<file path="config.mk">
export PLATFORM = sky130hd
export DESIGN_NAME = play_ctrl
export DESIGN_NICKNAME = d
export VERILOG_FILES = /design/src/rtl/play_pkg.sv /design/src/rtl/play_timer.sv /design/src/rtl/play_ctrl.sv
export SDC_FILE = /design/constraint.sdc
export NUM_CORES = 1
export LEC_CHECK = 0
export ABC_AREA = 1
export BUFFER_PORTS_ARGS = -buffer_cell sky130_fd_sc_hd__buf_2
export CAP_MARGIN = 20
export CORE_UTILIZATION = 35
export DETAILED_ROUTE_END_ITERATION = 8
export GPL_TIMING_DRIVEN = 0
export PLACE_DENSITY = 0.52
export RECOVER_POWER = 100
export SYNTH_ARGS = -nofsm -noshare
export SYNTH_HDL_FRONTEND = slang
export SYNTH_SLANG_ARGS = --single-unit
</file>
<file path="constraint.sdc">
create_clock -name clk -period 4.9 [get_ports clk]
set_input_delay 0.98 -clock clk [delete_from_list [all_inputs] [get_ports clk]]
set_output_delay 0.98 -clock clk [all_outputs]
set_load 0.005 [all_outputs]
</file>
<file path="src/rtl/play_pkg.sv">
// Shared encodings and constants for the playlist controller and its elapsed-time timer.
package play_pkg;

    typedef enum logic [1:0] {
        MODE_SEQ        = 2'd0,
        MODE_LOOP       = 2'd1,
        MODE_REPEAT_ONE = 2'd2,
        MODE_SHUFFLE    = 2'd3
    } play_mode_e;

    localparam logic [15:0] LFSR_SEED  = 16'hACE1;
    localparam logic [15:0] LFSR_TAPS  = 16'hB400;
    localparam logic [7:0]  MINUTE_MAX = 8'd99;
    localparam logic [7:0]  SECOND_MAX = 8'd59;

    // Right-shifting Galois form: feedback taken from bit 0.
    function automatic logic [15:0] lfsr_step(input logic [15:0] s);
        return {1'b0, s[15:1]} ^ (s[0] ? LFSR_TAPS : 16'h0000);
    endfunction

endpackage

</file>
<file path="src/rtl/play_timer.sv">
// Elapsed playback time: prescaler to 1 Hz tick, then mm:ss counters saturating at 99:59.
// Latency: registered, updates one cycle after run/clear; no backpressure (free-running while run).
module play_timer
    import play_pkg::*;
#(
    parameter int CLK_HZ = 100_000_000
) (
    input  logic       clk,
    input  logic       rst_n,
    input  logic       run,
    input  logic       clear,
    output logic [7:0] o_minute,
    output logic [7:0] o_second
);

    localparam int PW = (CLK_HZ > 1) ? $clog2(CLK_HZ) : 1;
    localparam logic [PW-1:0] PRESC_MAX = PW'(CLK_HZ - 1);

    logic [PW-1:0] presc_q, presc_d;
    logic [7:0]    second_q, second_d;
    logic [7:0]    minute_q, minute_d;
    logic          tick;

    always_comb begin
        presc_d  = presc_q;
        second_d = second_q;
        minute_d = minute_q;
        tick     = 1'b0;
        if (clear) begin
            presc_d  = '0;
            second_d = '0;
            minute_d = '0;
        end else if (run) begin
            if (presc_q == PRESC_MAX) begin
                presc_d = '0;
                tick    = 1'b1;
            end else begin
                presc_d = presc_q + PW'(1);
            end
        end
        // At 99:59 the clock simply freezes.
        if (tick) begin
            if (second_q == SECOND_MAX) begin
                if (minute_q != MINUTE_MAX) begin
                    second_d = '0;
                    minute_d = minute_q + 8'd1;
                end
            end else begin
                second_d = second_q + 8'd1;
            end
        end
    end

    always_ff @(posedge clk) begin
        if (!rst_n) begin
            presc_q  <= '0;
            second_q <= '0;
            minute_q <= '0;
        end else begin
            presc_q  <= presc_d;
            second_q <= second_d;
            minute_q <= minute_d;
        end
    end

    assign o_minute = minute_q;
    assign o_second = second_q;

endmodule

</file>
<file path="src/rtl/play_ctrl.sv">
// Music player control: song index per play mode, pause/stop, volume word and LED bar, elapsed time.
// Latency: all outputs registered, one cycle after a request pulse; no backpressure, pulses never stall.
module play_ctrl
    import play_pkg::*;
#(
    parameter int CLK_HZ     = 100_000_000,
    parameter int SONG_NUM   = 4,
    parameter int VOL_LEVELS = 8,
    parameter int ATT_STEP   = 16,
    parameter int LED_W      = 8,
    localparam int SW        = (SONG_NUM > 2) ? $clog2(SONG_NUM) : 1
) (
    input  logic             clk,
    input  logic             rst_n,
    input  logic             i_next,
    input  logic             i_pre,
    input  logic             i_finish_song,
    input  logic             i_pause_tgl,
    input  logic             i_vol_plus,
    input  logic             i_vol_dec,
    input  logic [1:0]       i_mode,
    output logic [SW-1:0]    o_song_select,
    output logic             o_song_change,
    output logic             o_pause,
    output logic             o_stopped,
    output logic [3:0]       o_vol_level,
    output logic [15:0]      o_vol,
    output logic [LED_W-1:0] o_vol_led,
    output logic [7:0]       o_minute,
    output logic [7:0]       o_second
);

    localparam logic [SW-1:0] LAST_IDX = SW'(SONG_NUM - 1);
    localparam logic [3:0]    VOL_MAX  = 4'(VOL_LEVELS);
    localparam logic [3:0]    VOL_RST  = 4'(VOL_LEVELS / 2);

    function automatic logic [SW-1:0] idx_inc(input logic [SW-1:0] i);
        return (i == LAST_IDX) ? '0 : i + SW'(1);
    endfunction

    function automatic logic [SW-1:0] idx_dec(input logic [SW-1:0] i);
        return (i == '0) ? LAST_IDX : i - SW'(1);
    endfunction

    function automatic logic [15:0] vol_word(input logic [3:0] lvl);
        int a;
        a = (VOL_LEVELS - int'(lvl)) * ATT_STEP;
        if (a > 254) a = 254;
        return {8'(a), 8'(a)};
    endfunction

    function automatic logic [LED_W-1:0] led_bar(input logic [3:0] lvl);
        logic [LED_W-1:0] b;
        int thr;
        b   = '0;
        thr = int'(lvl) * LED_W / VOL_LEVELS;
        for (int k = 0; k < LED_W; k++) b[k] = (k < thr);
        return b;
    endfunction

    logic [SW-1:0]    sel_q, sel_d;
    logic             chg_q, chg_d;
    logic             pause_q, pause_d;
    logic             stopped_q, stopped_d;
    logic [3:0]       lvl_q, lvl_d;
    logic [15:0]      vol_q, vol_d;
    logic [LED_W-1:0] led_q, led_d;
    logic [15:0]      lfsr_q, lfsr_d;

    play_mode_e    mode;
    logic          manual;
    logic [SW-1:0] cand;
    logic [SW-1:0] shuffle_pick;

    assign mode   = play_mode_e'(i_mode);
    assign manual = i_next ^ i_pre;
    assign cand   = SW'(lfsr_q % 16'(SONG_NUM));
    // Never replay the song that just ended.
    assign shuffle_pick = (cand == sel_q) ? idx_inc(cand) : cand;

    always_comb begin
        sel_d     = sel_q;
        chg_d     = 1'b0;
        pause_d   = pause_q;
        stopped_d = stopped_q;
        lvl_d     = lvl_q;
        lfsr_d    = lfsr_step(lfsr_q);

        if (manual) begin
            if (i_next) sel_d = (mode == MODE_SHUFFLE) ? shuffle_pick : idx_inc(sel_q);
            else        sel_d = idx_dec(sel_q);
            chg_d     = 1'b1;
            pause_d   = 1'b0;
            stopped_d = 1'b0;
        end else if (i_pause_tgl && stopped_q) begin
            sel_d     = '0;
            chg_d     = 1'b1;
            pause_d   = 1'b0;
            stopped_d = 1'b0;
        end else begin
            if (i_finish_song) begin
                unique case (mode)
                    MODE_SEQ: begin
                        if (sel_q == LAST_IDX) begin
                            stopped_d = 1'b1;
                        end else begin
                            sel_d = idx_inc(sel_q);
                            chg_d = 1'b1;
                        end
                    end
                    MODE_LOOP: begin
                        sel_d = idx_inc(sel_q);
                        chg_d = 1'b1;
                    end
                    MODE_REPEAT_ONE: chg_d = 1'b1;
                    MODE_SHUFFLE: begin
                        sel_d = shuffle_pick;
                        chg_d = 1'b1;
                    end
                    default: ;
                endcase
                if (chg_d) stopped_d = 1'b0;
            end
            if (i_pause_tgl) pause_d = !pause_q;
        end

        if (i_vol_plus && !i_vol_dec && (lvl_q != VOL_MAX)) lvl_d = lvl_q + 4'd1;
        if (i_vol_dec && !i_vol_plus && (lvl_q != 4'd0))    lvl_d = lvl_q - 4'd1;

        vol_d = vol_word(lvl_d);
        led_d = led_bar(lvl_d);
    end

    always_ff @(posedge clk) begin
        if (!rst_n) begin
            sel_q     <= '0;
            chg_q     <= 1'b0;
            pause_q   <= 1'b0;
            stopped_q <= 1'b0;
            lvl_q     <= VOL_RST;
            vol_q     <= vol_word(VOL_RST);
            led_q     <= led_bar(VOL_RST);
            lfsr_q    <= LFSR_SEED;
        end else begin
            sel_q     <= sel_d;
            chg_q     <= chg_d;
            pause_q   <= pause_d;
            stopped_q <= stopped_d;
            lvl_q     <= lvl_d;
            vol_q     <= vol_d;
            led_q     <= led_d;
            lfsr_q    <= lfsr_d;
        end
    end

    // Timer follows the next-state values so clear and restart line up with the visible pulse.
    play_timer #(
        .CLK_HZ (CLK_HZ)
    ) u_timer (
        .clk      (clk),
        .rst_n    (rst_n),
        .run      (!pause_d && !stopped_d),
        .clear    (chg_d),
        .o_minute (o_minute),
        .o_second (o_second)
    );

    assign o_song_select = sel_q;
    assign o_song_change = chg_q;
    assign o_pause       = pause_q;
    assign o_stopped     = stopped_q;
    assign o_vol_level   = lvl_q;
    assign o_vol         = vol_q;
    assign o_vol_led     = led_q;

endmodule
</file>
==> reports/qor.txt <==
Nets: 784
Remaining DRCs: 0
Die width: 115 um
Routed vias: 4295
Synth Warn #: 0
Crit share post-route: 66.5%
Type of the worst setup path: primary input to register
Worst r2r src: o_song_select[0]$_SDFFE_PN0P_
Setup violators final: 0
DR vias/cell: 4.58
PnR Total Power: 1.56 mW
Worst min path class: register to register
Critical hold path startpoint: lfsr_q[8]$_SDFF_PN0_
Yosys top cell area share: 35.0%
Fin. max-slew vios: 0
WP data required: 5160 ps
Relative slew slack: 58.4%
ANT nets after route: 0
Fin Clk Skew: 6.56 ps
Largest cells by area after synthesis: dfxtp_1 (35%), nand2_1 (18%), inv_1 (7.9%)
Final hold vios: 0
ANT cells: 0
Largest net degree at the start of global routing: 16
Crit. End Element: register
CTS root buffer: clkbuf_16
Core area: 12200 um2
Post_cts resized: 0
GR Overflow Total: 0
VDD IR max: 172 uV
Max-cap check violation count: 0
Count of port buffers added during placement: 50
Worst skew pair latency: 340 ps
Cell Int Power: 1.14 mW
Initial Util: 36.5%
H-tree depth: 3
Setup TNS: 0 ps
Layout overhead on the synthesized area: 15.8%
Reg2reg end: u_timer.o_second[2]$_SDFF_PN0_
GRT Total Usage: 17.6%
Initial DRC Count: 184
Die area: 13200 um2
Internal reg-to-reg setup slack: 2020 ps
Clock power frac: 43.9%
Worst Max-Slew Pin Slew: 624 ps
Sw frac: 26.8%
CTS tree: done
Crit path launch type: primary input
Fraction of layout cells with a size suffix above 1: 10.8%
Worst Reg-to-Reg Cells: 9
Detail Placement HPWL: 8.31 mm
CTS Buf Count: 9
Worst-path clk slew: 60 ps
Synth Cell Area: 4460 um2
Logic pwr share: 12.3%
Post-CTS repair timing setup buffer count: 0
First-pass GRT wire length: 18.4 mm
Wirelength per Cell: 11.7 um
Max frequency: 0.307 GHz
Final WL: 10.9 mm
Cell variety after synth: 35
Fin crit period: 3260 ps
Clock sink total: 78
Longest Clk Path Bufs: 2
Initial antenna violation count: 0
Crit-path slowest cell: clkbuf_1
IO Count: 59
Critical Path Max Stage Delay: 500 ps
Worst Path Max Fanout: 10
Sw Pwr: 0.419 mW
Std cell rows: 40
Synthesized area per cell: 6.40 um2
Die Height: 115 um
WP data arrival: 3520 ps
Register area share after synthesis: 35.0%
Vias in the first global route: 3935
GP Congestion: 0.864
Status: completed
Cells after synthesis: 696
WHS Path Cells: 1
Post-synth top area cell: dfxtp_1
Hold endpoint: lfsr_q[7]$_SDFF_PN1_
Post-CTS Hold Fix Bufs: 0
CP cell instances: clkbuf_1 > inv_1 > nand2_1 > nand3_1 > nor2_1 > clkbuf_1 > nand2_1 > clkinvlp_2 > clkbuf_1 > nand2_1 > a21oi_1
PD cells: 302 nW/um2
Drt pass-1 iters: 4
Unrepaired setup endpoints after global routing: no
Leak: 2.28 nW
Seq pwr share: 43.8%
#FFs+latches synth: 78
[worst max-delay path, delay by kind of cell]
family                 cells  cell delay (ps)
buffers and inverters      5             1440
and+or+nand+nor            5              920
AOI/OAI and AO/OA          1              170
[layout make-up]
type                    count  area, um2
clock buffers               9        225
plain buffers              27        156
flip-flops and latches     78       1560
fillers                  1369       7050
clock inverters             7       80.1
multi-input cells         503       2340
well taps                 168        210
repair buffers             50        230
inverters                  95        358
[cells in the mapped netlist]
| cell type | count |
|---|---|
| inv_1 | 94 |
| nor4_1 | 1 |
| nand3_1 | 56 |
| nor2_4 | 3 |
| ha_1 | 10 |
| nand2_1 | 212 |
| buf_2 | 3 |
| nand3_2 | 1 |
| o21ai_1 | 2 |
| a21boi_0 | 1 |
| nor3b_1 | 2 |
| nand4_1 | 9 |
| xor2_1 | 14 |
| or2_2 | 8 |
| buf_8 | 1 |
| buf_4 | 16 |
| a21o_1 | 1 |
| nand3b_1 | 1 |
| nor2_2 | 3 |
| a31oi_1 | 1 |
| o21ai_0 | 24 |
| nor2_1 | 87 |
| o211ai_1 | 1 |
| inv_6 | 1 |
| conb_1 | 1 |
| nand2_4 | 2 |
| buf_6 | 2 |
| nor3_4 | 1 |
| clkbuf_1 | 5 |
| dfxtp_1 | 78 |
| o21bai_1 | 1 |
| nor3_1 | 7 |
| xnor2_1 | 3 |
| a21oi_1 | 41 |
| nand2_2 | 3 |
[power by group through the flow]
stage	Combinational (mW)	Clock [mW]	Sequential (mW)
floorplan	0.132	0	0.696
global placement	0.199	0	0.696
detailed placement	0.201	0	0.697
CTS	0.201	0.707	0.683
global route	0.218	0.733	0.686
finish	0.192	0.685	0.682
[sequential cells by signal (all words and copies together), names as in the netlist]
name,cells
u_timer.o_minute,8
o_pause,1
o_vol_led,7
u_timer.o_second,8
o_vol,4
o_stopped,1
u_timer.presc_q,27
o_song_select,2
o_song_change,1
lfsr_q,16
o_vol_level,3
[how the worst max path moves through the flow]
stage	start	end	slack (ps)	cells past startpoint
floorplan	i_pre	u_timer.presc_q[12]$_SDFFE_PP0P_	2790	12
global placement	i_next	u_timer.presc_q[20]$_SDFFE_PP0P_	2300	9
detailed placement	i_next	u_timer.presc_q[22]$_SDFFE_PP0P_	2310	10
CTS	i_next	u_timer.presc_q[22]$_SDFFE_PP0P_	2650	10
global route	i_next	u_timer.presc_q[20]$_SDFFE_PP0P_	1400	12
finish	i_next	u_timer.o_second[2]$_SDFF_PN0_	1640	11
[cells in the final DEF (no fill, tap or decap)]
| cell | netlist | final |
|---|---|---|
| clkbuf_4 | 0 | 6 |
| a31oi_1 | 1 | 1 |
| clkinvlp_2 | 0 | 1 |
| nor4_1 | 1 | 1 |
| inv_6 | 1 | 2 |
| ha_1 | 10 | 10 |
| nand3_1 | 56 | 56 |
| clkinv_4 | 0 | 2 |
| clkbuf_1 | 5 | 27 |
| or2_2 | 8 | 8 |
| nor3_1 | 7 | 7 |
| nand2_1 | 212 | 214 |
| o21ai_0 | 24 | 25 |
| a21oi_1 | 41 | 41 |
| nor2_2 | 3 | 1 |
| nand2_2 | 3 | 3 |
| nor3_4 | 1 | 1 |
| o21bai_1 | 1 | 1 |
| clkbuf_16 | 0 | 9 |
| buf_4 | 16 | 8 |
| nand4_1 | 9 | 9 |
| nand3_2 | 1 | 1 |
| nor2_1 | 87 | 90 |
| bufinv_16 | 0 | 1 |
| buf_2 | 3 | 36 |
| xor2_1 | 14 | 14 |
| conb_1 | 1 | 8 |
| nor3b_1 | 2 | 2 |
| nor2_4 | 3 | 2 |
| nand3b_1 | 1 | 1 |
| inv_1 | 94 | 94 |
| dfxtp_1 | 78 | 78 |
| clkinvlp_4 | 0 | 2 |
| xnor2_1 | 3 | 3 |
| o21ai_1 | 2 | 1 |
| o211ai_1 | 1 | 1 |
| a21boi_0 | 1 | 1 |
| a21o_1 | 1 | 1 |
[cell families after synthesis]
logic type      share of synthesized area, %
simple gates                            38.0
buf+inv                                 12.4
flops                                   35.0
compound gates                          8.34
xor+xnor                                3.34
fa+ha+maj                               2.81
other cells                           0.0841
[layer usage]
metal	track usage, %	wire, um
met5	0	0
met4	3.98	102
met3	4.06	397
met2	28.9	4970
met1	23.5	5460
[per-stage QoR]
stage	setup WS [ps]	util, %	instances	instance area [um2]	hold slack, ps
final	1640	42.3	937	5160	414
after global routing	1400	42.3	937	5160	427
after CTS	2650	43.0	937	5250	415
after detailed placement	2310	40.5	921	4940	399
after global placement	2300	40.5	921	4940	394
after floorplan	2790	-	703	4480	390
Note: power is estimated with default switching activity, not from simulation.
